===== src/rtl/public_read_arbiter.sv =====
`default_nettype none
//==============================================================================
// Module      : public_read_arbiter
// Description : Two-master (IFU / LSU) read arbiter in front of the single
//               read port of the AXI-lite crossbar. One transaction is
//               outstanding at a time: accept a request, forward the address,
//               capture the returned word and hand it back to the requester.
//               Optional feature macro PUBLIC_ARBITER_RR_EN selects round-robin
//               tie-breaking; when undefined, the LSU always wins ties.
// Revision    : 1.0 - initial release
//==============================================================================
module public_read_arbiter (
   input  logic        clk,
   input  logic        rst,
   // IFU request / response
   input  logic [31:0] ifu_raddr,
   input  logic        ifu_raddr_valid,
   output logic        ifu_raddr_ready,
   output logic [31:0] ifu_rdata,
   output logic        ifu_rdata_valid,
   input  logic        ifu_rdata_ready,
   // LSU request / response
   input  logic [31:0] lsu_raddr,
   input  logic        lsu_raddr_valid,
   output logic        lsu_raddr_ready,
   output logic [31:0] lsu_rdata,
   output logic        lsu_rdata_valid,
   input  logic        lsu_rdata_ready,
   // Crossbar read port
   output logic [31:0] xbar_raddr,
   output logic        xbar_raddr_valid,
   input  logic        xbar_raddr_ready,
   input  logic [31:0] xbar_rdata,
   input  logic        xbar_rdata_valid,
   output logic        xbar_rdata_ready
);

   localparam logic [31:0] c_RESET_ADDR = 32'h8000_0000;

`ifdef PUBLIC_ARBITER_RR_EN
   // Ties go to whichever requester did not own the last transaction.
   localparam logic c_FIXED_PRIO = 1'b0;
`else
   // Ties always go to the LSU; last_owner is tracked but cannot influence.
   localparam logic c_FIXED_PRIO = 1'b1;
`endif

   typedef enum logic [1:0] {
      S_IDLE = 2'd0,
      S_ADDR = 2'd1,
      S_DATA = 2'd2,
      S_RESP = 2'd3
   } state_t;

   state_t      r_state;
   logic        r_owner;        // 0 = IFU, 1 = LSU
   logic        r_last_owner;
   logic [31:0] r_addr_q;
   logic [31:0] r_data_q;
   logic        r_xbar_raddr_valid;
   logic        r_xbar_rdata_ready;
   logic        r_ifu_rdata_valid;
   logic        r_lsu_rdata_valid;

   logic        w_idle;
   logic        w_tie_lsu;
   logic        w_grant_lsu;
   logic        w_accept;
   logic        w_owner_ready;

   // Grant decision: a lone requester always wins; ties use the tie rule.
   always_comb begin
      w_idle      = (r_state == S_IDLE) && !rst;
      w_tie_lsu   = ~r_last_owner | c_FIXED_PRIO;
      w_grant_lsu = lsu_raddr_valid;
      if (ifu_raddr_valid && lsu_raddr_valid) begin
         w_grant_lsu = w_tie_lsu;
      end
      w_accept      = w_idle && (ifu_raddr_valid || lsu_raddr_valid);
      w_owner_ready = r_owner ? lsu_rdata_ready : ifu_rdata_ready;
   end

   // Request readies only in IDLE, and only toward the winning requester.
   assign ifu_raddr_ready = w_idle && ifu_raddr_valid && !w_grant_lsu;
   assign lsu_raddr_ready = w_idle && lsu_raddr_valid &&  w_grant_lsu;

   // Both data outputs share the captured word; the valid flags carry ownership.
   assign ifu_rdata        = r_data_q;
   assign lsu_rdata        = r_data_q;
   assign ifu_rdata_valid  = r_ifu_rdata_valid;
   assign lsu_rdata_valid  = r_lsu_rdata_valid;
   assign xbar_raddr       = r_addr_q;
   assign xbar_raddr_valid = r_xbar_raddr_valid;
   assign xbar_rdata_ready = r_xbar_rdata_ready;

   // Transaction FSM with registered handshake outputs.
   always_ff @(posedge clk) begin
      if (rst) begin
         r_state            <= S_IDLE;
         r_owner            <= 1'b0;
         r_last_owner       <= 1'b1;
         r_addr_q           <= c_RESET_ADDR;
         r_data_q           <= 32'h0;
         r_xbar_raddr_valid <= 1'b0;
         r_xbar_rdata_ready <= 1'b0;
         r_ifu_rdata_valid  <= 1'b0;
         r_lsu_rdata_valid  <= 1'b0;
      end else begin
         case (r_state)
            S_IDLE: begin
               if (w_accept) begin
                  r_addr_q           <= w_grant_lsu ? lsu_raddr : ifu_raddr;
                  r_owner            <= w_grant_lsu;
                  r_xbar_raddr_valid <= 1'b1;
                  r_state            <= S_ADDR;
               end
            end
            S_ADDR: begin
               if (xbar_raddr_ready) begin
                  r_xbar_raddr_valid <= 1'b0;
                  r_xbar_rdata_ready <= 1'b1;
                  r_state            <= S_DATA;
               end
            end
            S_DATA: begin
               if (xbar_rdata_valid) begin
                  r_data_q           <= xbar_rdata;
                  r_xbar_rdata_ready <= 1'b0;
                  r_ifu_rdata_valid  <= ~r_owner;
                  r_lsu_rdata_valid  <=  r_owner;
                  r_state            <= S_RESP;
               end
            end
            S_RESP: begin
               if (w_owner_ready) begin
                  r_last_owner      <= r_owner;
                  r_ifu_rdata_valid <= 1'b0;
                  r_lsu_rdata_valid <= 1'b0;
                  r_state           <= S_IDLE;
               end
            end
            default: begin
               r_xbar_raddr_valid <= 1'b0;
               r_xbar_rdata_ready <= 1'b0;
               r_ifu_rdata_valid  <= 1'b0;
               r_lsu_rdata_valid  <= 1'b0;
               r_state            <= S_IDLE;
            end
         endcase
      end
   end

endmodule
`default_nettype wire


===== config.mk =====
export PLATFORM = sky130hd
export DESIGN_NAME = public_read_arbiter
export DESIGN_NICKNAME = d
export VERILOG_FILES = /design/src/rtl/public_read_arbiter.sv
export SDC_FILE = /design/constraint.sdc
export NUM_CORES = 1
export LEC_CHECK = 0
export CAP_MARGIN = 0
export CELL_PAD_IN_SITES_DETAIL_PLACEMENT = 1
export CELL_PAD_IN_SITES_GLOBAL_PLACEMENT = 2
export CORE_MARGIN = 2
export CORE_UTILIZATION = 34
export CTS_CLUSTER_SIZE = 10
export DETAILED_ROUTE_END_ITERATION = 8
export DONT_BUFFER_PORTS = 1
export GPL_TIMING_DRIVEN = 0
export PLACE_DENSITY = 0.87
export SLEW_MARGIN = 5
export SYNTH_ARGS = -nofsm -noshare
export SYNTH_HDL_FRONTEND = slang
export SYNTH_SLANG_ARGS = --single-unit
export TNS_END_PERCENT = 5

===== constraint.sdc =====
create_clock -name clk -period 1.9 [get_ports clk]
set_clock_uncertainty 0.15 [all_clocks]
set_input_delay 0.19 -clock clk [delete_from_list [all_inputs] [get_ports clk]]
set_output_delay 0.19 -clock clk [all_outputs]
set_load 0.1 [all_outputs]

==> qor.yml <==
p_int_uw: 3300
yosysWarnings: 0
finalSetupViolCount: 1
critPathKind: "reg -> out"
swShare: 0.563
numClockSinks: 71
ant_nets: 0
r2r-end: "ifu_rdata[0]$_SDFFE_PP0P_"
cpPeakStageDelay_ns: 0.88
critical-path-top-delay-family: "simple AND/OR/NAND/NOR gates"
grt_overflow: 0
power.leakage_uw: 0.00187
peakVddDrop_v: 0.000937
post-route-min-period_ns: 2.19
ioPinCount: 206
reg2reg_depth: 7
drt-pass1-iter-count: 4
die_w_um: 104
io_buffers: 0
nNetsFinal: 583
placed_area_um2: 3580
insertion_delay_ns: 0.33
ys_ff_latch: 71
min_path_type: "in -> reg"
min_from: "ifu_raddr[14]"
synthArstFlopShare: 0
first_global_vias: 3292
cts_tree: "built"
crit_slowest_cell: "nor3b_4"
fin_area_um2: 4750
antenna_found_initial: 0
areaGrowthSynthToFinish_pct: 40.2
fin_ws_ns: -0.286
layout_commonest_cell: "dlygate4sd3_1"
insertedDiodeCount: 0
synth.distinct_cells: 31
min_to: "xbar_raddr[14]$_SDFFE_PP0P_"
tightest_slew_ns: 1.10
ys.flop_type: "dfxtp_1"
post-route-period-util: 1.15
required_ns: 1.56
grt_max_degree: 12
dp.cells: 501
dieArea_um2: 10800
r2r_setup_slack_ns: 0.01
core_um2: 9730
rr_startpoint: "r_state[0]$_SDFFE_PP0P_"
worstPathCellList: "inv_4 -> ha_4 -> nand2b_4 -> nor3b_4"
final_hold_viol_count: 1
dr_total_vias: 2999
cap_viol_max_count: 0
max-slew-margin-rel: 0.269
synth_nets: 477
power.share.combinational: 0.309
max_freq_mhz: 458
routed_wl_um: 10500
drive_above_1_share: 0.297
end_kind: "output port"
timing.hold.ws_ns: -0.00564
start_kind: "flop"
htreeDepth: 3
path_max_fanout: 2
drc_errors: 0
cts-buffers-inserted: 9
final_cell_mix: "dlygate4sd3_1 (88), nand2_1 (68), buf_4 (40)"
drt-initial-drc-count: 88
dpl.hpwl_um: 6640
pwr_density_cell_nw_per_um2: 1590
seqPwrFrac: 0.540
die_h_um: 104
yosysSeqAreaShare: 0.419
worstHoldPathCells: 2
path_buf_inv: 1
vias_per_cell: 4.91
stdcell_count: 611
slew_viol_final: 0
avgSynthCellArea_um2: 9.21
path_clk_slew_ns: 0.07
start_util: 0.348
grt_first_pass_wirelength_um: 16600
synth_edf_count: 0
netlist_area_um2: 3390
status: "complete, but fails checks"
cts_buffer_depth: 2
placementRows: 36
synthesis.instances: 368
final_util: 0.489
wl_per_cell_um: 17.2
violations: "hold timing, setup timing"
rsz0062_at_grt: "yes"
cts_root_buffer: "clkbuf_8"
arrival_ns: 1.85
clkPwrFrac: 0.152
switchingPower_uw: 4240
gp_congestion: 0.713
gr-usage-all-layers: 0.189
-- how the worst max path moves through the flow --
stage | from | endpoint | slack [ns] | cells after the start
after CTS | r_state[0]$_SDFFE_PP0P_ | ifu_raddr_ready | -0.33 | 4
final | r_state[0]$_SDFFE_PP0P_ | ifu_raddr_ready | -0.29 | 4
after global placement | r_state[1]$_SDFFE_PP0P_ | ifu_raddr_ready | -0.12 | 4
after global routing | r_state[0]$_SDFFE_PP0P_ | ifu_raddr_ready | -0.36 | 4
after detailed placement | r_state[1]$_SDFFE_PP0P_ | ifu_raddr_ready | -0.13 | 4
after floorplan | r_state[1]$_SDFFE_PP0P_ | ifu_raddr_ready | 0.007 | 4
-- final cells by class --
class,instances,area (um^2)
inverters,6,25.0
repair buffers,95,937
clock inverters,4,47.5
well taps,133,166
plain buffers,57,399
fillers,1101,4980
flip-flops and latches,71,1470
multi-input cells,234,1580
clock buffers,11,131
-- sequential cells by signal (all words and copies together), names as in the netlist --
signal and cells:
ifu_rdata 32, xbar_raddr 32, r_state 2, ifu_rdata_valid 1, lsu_rdata_valid 1, r_owner 1, xbar_raddr_valid 1, xbar_rdata_ready 1
-- power by group through the flow --
stage / combinational [uW] / clock (uW) / sequential (uW)
after global routing: 2530 / 1250 / 4100
after detailed placement: 2010 / 0 / 4070
final: 2330 / 1140 / 4070
after CTS: 2280 / 1190 / 4060
after floorplan: 1770 / 0 / 3980
after global placement: 1960 / 0 / 4060
-- synth_stat cells, types with 2 or more instances --
cell type	number	area, um^2
a22oi_1	2	15.0
nand2_1	68	255
buf_2	6	30.0
nor2_1	34	128
o21bai_1	2	15.0
clkbuf_1	9	33.8
a211oi_1	4	30.0
o21ai_0	2	10.0
o311ai_0	2	17.5
a211oi_2	29	363
clkbuf_4	2	15.0
buf_4	34	255
ha_1	5	62.6
a21oi_1	38	190
inv_1	6	22.5
buf_6	5	56.3
nor2b_1	2	12.5
dfxtp_1	71	1420
mux2i_1	35	350
-- what timing repair did --
action	in CTS	in global routing
resized for setup	40	5
pin swaps	2	2
hold endpoints to repair	63	2
endpoints found under the setup margin	35	23
hold buffers	86	2
buffers inserted	6	1
-- cell families (layout without fill, tap and decap cells) --
group / after synthesis / after routing / share of synthesized area
simple gates: 112 / 112 / 0.139
compound gates: 82 / 82 / 0.197
flops: 71 / 71 / 0.419
buf+inv: 63 / 173 / 0.123
mux: 35 / 35 / 0.103
fa+ha+maj: 5 / 5 / 0.0185
-- metrics by stage --
step / TNS [ns] / power, uW / hold WS (ns) / setup slack, ns
finish: -0.286 / 7540 / -0.00564 / -0.286
global route: -1.61 / 7890 / 0.00473 / -0.355
CTS: -0.328 / 7540 / 0.00162 / -0.328
detailed placement: -0.135 / 6080 / 0.185 / -0.127
global placement: -0.123 / 6020 / 0.179 / -0.123
floorplan: 0 / 5750 / 0.176 / 0.00723
-- layer usage --
metal  vias to the layer above  part of all wire  GRT usage
li1                       1430                 -          -
met1                      1438              0.37      0.187
met2                       118              0.56      0.367
met3                        13             0.062     0.0541
met4                         0             0.016     0.0743
met5                         -                 0          0
-- worst reg2reg max path: stages, from the launching register on --
cell,delay (ns)
dfxtp_4,0.36
inv_4,0.04
buf_4,0.13
ha_1,0.26
nand2_1,0.20
clkbuf_1,0.38
nand2_1,0.12
a21oi_1,0.18
Note: power is estimated with default switching activity, not from simulation.
